**src/rtl/instr_mem_loader_if.sv**
```systemverilog
// Loader-side bus: byte-stream handshake from the program source plus the
// instruction-memory write port and CPU status lines.
interface instr_mem_loader_if #(
  parameter int ADDR_WIDTH = 16
);
  logic                  start;
  logic [8:0]            word_count;
  logic [7:0]            byte_in;
  logic                  byte_valid;
  logic                  byte_ready;
  logic                  wr_en;
  logic [ADDR_WIDTH-1:0] wr_addr;
  logic [31:0]           wr_data;
  logic                  busy;
  logic                  cpu_hold;
  logic                  done;
  logic                  error;

  modport master (
    output start, word_count, byte_in, byte_valid,
    input  byte_ready, wr_en, wr_addr, wr_data, busy, cpu_hold, done, error
  );

  modport slave (
    input  start, word_count, byte_in, byte_valid,
    output byte_ready, wr_en, wr_addr, wr_data, busy, cpu_hold, done, error
  );
endinterface

```
**src/rtl/instr_mem_loader.sv**
```systemverilog
// Program loader: packs a big-endian byte stream into 32-bit instruction words
// and writes them to word addresses 0..count-1 while holding the CPU.
module instr_mem_loader #(
  parameter int ADDR_WIDTH = 16,
  parameter int DEPTH      = 256
) (
  input  logic               clk,
  input  logic               rst,
  instr_mem_loader_if.slave  bus
);
  localparam int IDX_W = (DEPTH > 1) ? $clog2(DEPTH) : 1;

  typedef enum logic [2:0] {
    S_IDLE  = 3'd0,
    S_RECV  = 3'd1,
    S_WRITE = 3'd2,
    S_DONE  = 3'd3
  } state_t;

  state_t           state_r;
  logic [8:0]       count_r;
  logic [IDX_W-1:0] word_idx_r;
  logic [1:0]       byte_cnt_r;
  logic [31:0]      asm_r;
  logic             byte_ready_r;
  logic             wr_en_r;
  logic             busy_r;
  logic             done_r;
  logic             error_r;

  logic             start_legal_s;
  logic             last_word_s;

  // Count legality and last-word detection
  always_comb begin
    start_legal_s = (bus.word_count != 9'd0) && (bus.word_count <= 9'(DEPTH));
    last_word_s   = (9'(word_idx_r) == (count_r - 9'd1));
  end

  // Load sequencer with registered handshake, write and status outputs
  always_ff @(posedge clk or posedge rst) begin
    if (rst) begin
      state_r      <= S_IDLE;
      count_r      <= 9'd0;
      word_idx_r   <= '0;
      byte_cnt_r   <= 2'd0;
      asm_r        <= 32'd0;
      byte_ready_r <= 1'b0;
      wr_en_r      <= 1'b0;
      busy_r       <= 1'b0;
      done_r       <= 1'b0;
      error_r      <= 1'b0;
    end else begin
      case (state_r)
        S_IDLE: begin
          byte_ready_r <= 1'b0;
          wr_en_r      <= 1'b0;
          busy_r       <= 1'b0;
          done_r       <= 1'b0;
          error_r      <= 1'b0;
          if (bus.start) begin
            if (start_legal_s) begin
              count_r      <= bus.word_count;
              word_idx_r   <= '0;
              byte_cnt_r   <= 2'd0;
              busy_r       <= 1'b1;
              byte_ready_r <= 1'b1;
              state_r      <= S_RECV;
            end else begin
              error_r <= 1'b1;
            end
          end else begin
            state_r <= S_IDLE;
          end
        end
        S_RECV: begin
          if (bus.byte_valid && byte_ready_r) begin
            asm_r      <= {asm_r[23:0], bus.byte_in};
            byte_cnt_r <= byte_cnt_r + 2'd1;
            // The fourth byte completes the word; ready drops on the same edge
            if (byte_cnt_r == 2'd3) begin
              byte_ready_r <= 1'b0;
              wr_en_r      <= 1'b1;
              state_r      <= S_WRITE;
            end else begin
              state_r <= S_RECV;
            end
          end else begin
            state_r <= S_RECV;
          end
        end
        S_WRITE: begin
          wr_en_r <= 1'b0;
          if (last_word_s) begin
            state_r <= S_DONE;
          end else begin
            word_idx_r   <= word_idx_r + IDX_W'(1'b1);
            byte_cnt_r   <= 2'd0;
            byte_ready_r <= 1'b1;
            state_r      <= S_RECV;
          end
        end
        S_DONE: begin
          done_r  <= 1'b1;
          state_r <= S_IDLE;
        end
        default: begin
          byte_ready_r <= 1'b0;
          wr_en_r      <= 1'b0;
          busy_r       <= 1'b0;
          done_r       <= 1'b0;
          error_r      <= 1'b0;
          state_r      <= S_IDLE;
        end
      endcase
    end
  end

  assign bus.byte_ready = byte_ready_r;
  assign bus.wr_en      = wr_en_r;
  assign bus.wr_addr    = ADDR_WIDTH'(word_idx_r);
  assign bus.wr_data    = asm_r;
  assign bus.busy       = busy_r;
  assign bus.cpu_hold   = busy_r;
  assign bus.done       = done_r;
  assign bus.error      = error_r;
endmodule

```
**src/flat_wrapper.sv**
```systemverilog
// flat-port wrapper written by rule: the top's interface ports become plain ports
module instr_mem_loader_flat 
#(
  parameter int ADDR_WIDTH = 16,
  parameter int DEPTH      = 256
)
  (clk, rst, bus_start, bus_word_count, bus_byte_in, bus_byte_valid, bus_byte_ready, bus_wr_en, bus_wr_addr, bus_wr_data, bus_busy, bus_cpu_hold, bus_done, bus_error);
  instr_mem_loader_if #(.ADDR_WIDTH(ADDR_WIDTH)) bus_i ();
  input  logic clk;
  input  logic rst;
  input wire logic [$bits(bus_i.start)-1:0] bus_start;
  input wire logic [$bits(bus_i.word_count)-1:0] bus_word_count;
  input wire logic [$bits(bus_i.byte_in)-1:0] bus_byte_in;
  input wire logic [$bits(bus_i.byte_valid)-1:0] bus_byte_valid;
  output wire logic [$bits(bus_i.byte_ready)-1:0] bus_byte_ready;
  output wire logic [$bits(bus_i.wr_en)-1:0] bus_wr_en;
  output wire logic [$bits(bus_i.wr_addr)-1:0] bus_wr_addr;
  output wire logic [$bits(bus_i.wr_data)-1:0] bus_wr_data;
  output wire logic [$bits(bus_i.busy)-1:0] bus_busy;
  output wire logic [$bits(bus_i.cpu_hold)-1:0] bus_cpu_hold;
  output wire logic [$bits(bus_i.done)-1:0] bus_done;
  output wire logic [$bits(bus_i.error)-1:0] bus_error;
  assign bus_i.start = bus_start;
  assign bus_i.word_count = bus_word_count;
  assign bus_i.byte_in = bus_byte_in;
  assign bus_i.byte_valid = bus_byte_valid;
  assign bus_byte_ready = bus_i.byte_ready;
  assign bus_wr_en = bus_i.wr_en;
  assign bus_wr_addr = bus_i.wr_addr;
  assign bus_wr_data = bus_i.wr_data;
  assign bus_busy = bus_i.busy;
  assign bus_cpu_hold = bus_i.cpu_hold;
  assign bus_done = bus_i.done;
  assign bus_error = bus_i.error;
  instr_mem_loader #(.ADDR_WIDTH(ADDR_WIDTH), .DEPTH(DEPTH)) u_core (.clk(clk), .rst(rst), .bus(bus_i));
endmodule
```
**config.mk**
```make
export PLATFORM = sky130hd
export DESIGN_NAME = instr_mem_loader_flat
export DESIGN_NICKNAME = d
export VERILOG_FILES = /design/src/rtl/instr_mem_loader_if.sv /design/src/rtl/instr_mem_loader.sv /design/src/flat_wrapper.sv
export SDC_FILE = /design/constraint.sdc
export NUM_CORES = 1
export LEC_CHECK = 0
export CORE_ASPECT_RATIO = 1.5
export CORE_MARGIN = 8
export CORE_UTILIZATION = 40
export DETAILED_ROUTE_END_ITERATION = 10
export PLACE_DENSITY = 0.66
export SETUP_SLACK_MARGIN = 0.2
export SYNTH_ARGS = -nofsm -noshare
export SYNTH_HDL_FRONTEND = slang
export SYNTH_SLANG_ARGS = --single-unit
export TNS_END_PERCENT = 10
```
**constraint.sdc**
```tcl
create_clock -name clk -period 5.5 [get_ports clk]
set_input_delay 1.1 -clock clk [delete_from_list [all_inputs] [get_ports clk]]
set_output_delay 1.1 -clock clk [all_outputs]
set_load 0.02 [all_outputs]
```
Word level (Yosys, flattened, before mapping)

Index checks and enable logic that the tools add are counted.

Output and inout bits: 54
Flip-flop bits (word level): 59
Input bits: 21
Word-level logic and storage cells: 69

Equality and inequality tests: 11
Multiplexer cells: 29
Order comparisons: 1
Bitwise gates (word level): 1
$add $sub $neg: 3
Reductions and logical operators: 14

Operators with widths:

| operator                                               | number |
|---|---|
| 2-to-1 mux 8 bit                                       | 3 |
| case mux 8 bit (2 select lines)                        | 1 |
| 2-to-1 mux 2 bit                                       | 7 |
| equality test 8 x 9 -> 1 bit                           | 1 |
| <= comparator 9 bit (second input constant)            | 1 |
| 2-to-1 mux 1 bit                                       | 9 |
| case mux 3 bit (3 select lines)                        | 1 |
| nonzero test 9 bit                                     | 1 |
| subtractor 9 x 1 -> 9 bit (second input constant)      | 1 |
| adder 8 x 1 -> 8 bit (second input constant)           | 1 |
| case mux 1 bit (2 select lines)                        | 4 |
| AND reduction 4 bit                                    | 2 |
| equality test 3 x 2 -> 1 bit (second input constant)   | 2 |
| 2-to-1 mux 3 bit                                       | 2 |
| inequality test 2 x 1 -> 1 bit (second input constant) | 3 |
| case mux 2 bit (3 select lines)                        | 1 |
| AND reduction 3 bit                                    | 2 |
| AND reduction 5 bit                                    | 1 |
| inequality test 2 bit (second input constant)          | 2 |
| case mux 1 bit (4 select lines)                        | 1 |
| equality test 3 x 1 -> 1 bit (second input constant)   | 1 |
| zero test 3 bit                                        | 1 |
| inequality test 3 x 2 -> 1 bit (second input constant) | 1 |
| nonzero test 3 bit                                     | 1 |
| other kinds (8)                                        | 9 |

Depth between registers and ports, before layout

Depth in word-level cells: 5
Gate-level depth with buffers: 10
Gate-level depth less buffers: 9

Worst setup path before layout

No wires, ideal clock.

Path kind: in2reg
From: input port bus_word_count[3]
To: register u_core.word_idx_r[5]
Slack: 2.384 ns
Required time: 5.431 ns
Arrival time: 3.047 ns
Stages on the path: 7
Buffers on the path: 1
Library setup time: 0.069 ns
Path through: or4_4 o21a_1 nor3_2 a21oi_1 buf_2 or4_1 nand3_1

Longest elaborated chain between the ends: 4
Elaborated cells on any way between the ends: 5
Those cells by class: 1 x order compare; 1 x eq/ne; 3 x reduce/logical

Ends and longest elaborated chain:

| item                                                      | line                   | RTL |
|---|---|---|
| start, declared                                           | flat_wrapper.sv:12     | `input wire logic [$bits(bus_i.word_count)-1:0] bus_word_count;` |
| <= comparator 9 bit or nonzero test 9 bit (tied branches) | instr_mem_loader.sv:36 | `start_legal_s = (bus.word_count != 9'd0) && (bus.word_count <= 9'(DEPTH));` |
| logical AND 1 bit (*)                                     | instr_mem_loader.sv:36 |  |
| inequality test 2 x 1 -> 1 bit (no source line) (*)       | -                      |  |
| AND reduction 4 bit (no source line) (*)                  | -                      |  |
| end signal, assigned                                      | instr_mem_loader.sv:97 | `word_idx_r <= word_idx_r + IDX_W'(1'b1);` |
| end, declared                                             | instr_mem_loader.sv:22 | `logic [IDX_W-1:0] word_idx_r;` |

Every way passes the cells marked *; elsewhere a longest branch is shown, timed or not.
A chain may end at the register's enable or synchronous reset.

Final worst setup path

From: input port bus_word_count[3]
To: register u_core.word_idx_r[6]

Same word-level chain as after synthesis.

==> results_dict.tcl <==
set metrics [dict create \
    cts-root-buf "clkbuf_8" \
    worstHoldStart "u_core.bus.wr_en" \
    avgSynthCellArea_um2 11.6 \
    finalSetupViolCount 0 \
    path_class "input port to flip-flop" \
    ys_seq_elements 58 \
    grt_pass1_vias 2320 \
    wl_met1_um 2510 \
    finalCritPeriodShare_pct 58.7 \
    mostFrequentLayoutCell "clkdlybuf4s50_1" \
    portBuffers 66 \
    synth.distinct_cells 49 \
    multi_input_area_um2 1320 \
    end_kind "flip-flop" \
    ys_seq_area_share_pct 50.2 \
    dr.pass1.iters 4 \
    cts_num_sinks 58 \
    die_h_um 120 \
    rows 38 \
    final.setup_skew_ps 9.94 \
    htree_levels 3 \
    required_ps 5760 \
    final_cell_mix "66 x clkdlybuf4s50_1, 58 x dfrtp_1, 40 x mux2_2" \
    worst_skew_pair.late_latency_ps 340 \
    numCtsBuffers 9 \
    yosysWarnings 0 \
    grt_antenna_before_repair 0 \
    worstPathArrival_ps 3490 \
    grtUsageTotal_pct 13.7 \
    async_flop_share_pct 100 \
    cap_viol_max_count 0 \
    post_cts_buffers 0 \
    p_per_area_nw_per_um2 493 \
    hold_violations 0 \
    avgViaCountPerCell 5.34 \
    wl_per_cell_um 16.5 \
    leakage_nw 1.68 \
    crit_path_top_delay_cell "or4_4" \
    nFillCells 652 \
    num_antenna_cells 0 \
    final.setup.tns_ps 0 \
    worstReg2RegStart "u_core.count_r[2]" \
    layout.cells.non_filler 403 \
    synth_flop_cell "dfrtp_1" \
    holdBufCountCts 0 \
    path_max_fanout 12 \
    grt_setup_unrepaired "no" \
    overflow 0 \
    final_nets 347 \
    peakVddDrop_mv 0.297 \
    clkTransAtPathRegs_ps 60 \
    gp_congestion 0.770 \
    wl_met3_um 658 \
    num_vias 2154 \
    wl_met2_um 3370 \
    fmax_mhz 310 \
    dp_hpwl_um 4840 \
    tritoncts "yes" \
    clk_path_buf_depth 2 \
    die-area_um2 10300 \
    hp-class "flip-flop to flip-flop" \
    start_kind "input port" \
    crit_path_max_incr_delay_ps 570 \
    wl_um 6630 \
    fin_crit_ps 3230 \
    die_w_um 85.5 \
    boundaryPins 75 \
    start_util_pct 40.6 \
    synth_edf_count 0 \
    drive_gt1_share_pct 22.0 \
    coreArea_um2 7130 \
    route.detailed.drc 0 \
    drt-initial-drc-count 88 \
    synth_area_um2 2890 \
    tightest_slew_ps 745 \
    report.final.slew_viol_count 0 \
    grt_start_max_net_pins 59 \
    grt_pass1_wl_um 11200 \
    highest_layer "met4" \
    status "finished clean" \
    place_inst 387 \
    startpoint "bus_word_count[3]" \
    cpMostUsedCell "a21oi_1" \
    timing.hold.ws_ps 503 \
    synth_cells 250 \
    syn_to_final_growth_pct 31.4 \
    worstPathCellList "clkdlybuf4s50_1 > or4_4 > nor3_1 > nor3_2 > a21oi_1 > nand4b_1 > o21ai_0 > a21oi_1" \
    ctsResizeCount 0 \
    relSlewSlack_pct 50.3 \
    ant_nets 0 \
    ff_latch_area_um2 1450 \
]
==> worst paths after layout <==
kind / to / slack, ps / cells after the start
max: u_core.word_idx_r[6] / 2270 / 8
min: u_core.bus.wr_en / 500 / 1
max reg2reg: u_core.word_idx_r[3] / 2740 / 7
min reg2reg: u_core.bus.wr_en / 500 / 1
max in group asynchronous: u_core.word_idx_r[3] / 3710 / 3
min in group asynchronous: u_core.bus.busy / 1280 / 3
==> flip-flops by register name, indices dropped and copies added, names as in the netlist <==
register	cells
u_core.bus.wr_data	32
u_core.count_r	9
u_core.word_idx_r	8
u_core.byte_cnt_r	2
u_core.state_r	2
u_core.bus.busy	1
u_core.bus.byte_ready	1
u_core.bus.done	1
u_core.bus.error	1
u_core.bus.wr_en	1
==> synth_stat cells (2+ instances only) <==
master / instances / share of area (%)
buf_2: 3 / 0.52
ha_1: 8 / 3.5
or4_1: 3 / 0.78
inv_1: 10 / 1.3
o21ai_0: 14 / 2.4
buf_4: 9 / 2.3
nand2b_1: 4 / 0.86
xnor2_1: 2 / 0.61
o211ai_1: 2 / 0.52
or3_1: 3 / 0.65
or4_4: 3 / 1.2
o31ai_1: 8 / 2.1
nand2_1: 13 / 1.7
nor4_1: 2 / 0.43
nand3_1: 11 / 1.9
mux2_2: 40 / 16
o21a_1: 2 / 0.52
nor2_1: 9 / 1.2
nor3_1: 4 / 0.69
clkbuf_1: 4 / 0.52
buf_1: 2 / 0.26
dfrtp_1: 58 / 50
a21o_1: 2 / 0.52
a21oi_1: 6 / 1.0
xor2_1: 4 / 1.2
==> kinds of logic after synthesis <==
kind of cell               count (synthesis)  share of synthesized area, %
AOI/OAI and AO/OA                         44                          10.4
xor gates and xnor gates                   6                          1.82
adders and majority gates                  8                          3.46
buffers and inverters                     29                          5.32
DFF                                       58                          50.2
muxes                                     41                          15.9
other                                      1                         0.130
and+or+nand+nor                           63                          12.8
==> cell type report <==
type                            count  share of cell area (%)
Clock buffer                       13                    4.44
Clock inverter                      3                    1.22
Inverter                           10                   0.987
Multi-Input combinational cell    170                    34.6
Sequential cell                    58                    38.2
Tap cell                           80                    2.63
Timing Repair Buffer               69                    18.0
==> per-stage QoR <==
stage | cell area, um2 | setup slack (ps) | power [mW] | utilization (%)
2_1_floorplan | 2920 | 2380 | 1.15 | -
3_3_place_gp | 3590 | 1990 | 1.46 | 50.3
3_5_place_dp | 3590 | 1930 | 1.47 | 50.3
4_1_cts | 3800 | 2300 | 1.90 | 53.3
5_1_grt | 3800 | 2060 | 1.99 | 53.3
6_report | 3800 | 2270 | 1.88 | 53.3
==> metal layers <==
layer	GRT usage, %	vias to the layer above
met5	0	-
met4	5.51	0
met3	7.68	9
met2	23.0	60
met1	13.6	1067
li1	-	1018
==> power by group <==
group / internal [mW] / total (mW) / switching [mW]
sequential: 0.572 / 0.695 / 0.123
combinational: 0.389 / 0.762 / 0.373
clock: 0.247 / 0.418 / 0.171
total: 1.21 / 1.88 / 0.667
==> critical path: cells and delay by family <==
family | cells | cell delay [ps]
compound gates | 3 | 790
buf+inv | 1 | 430
simple gates | 4 | 1170
(Power assumes the default switching activity.)
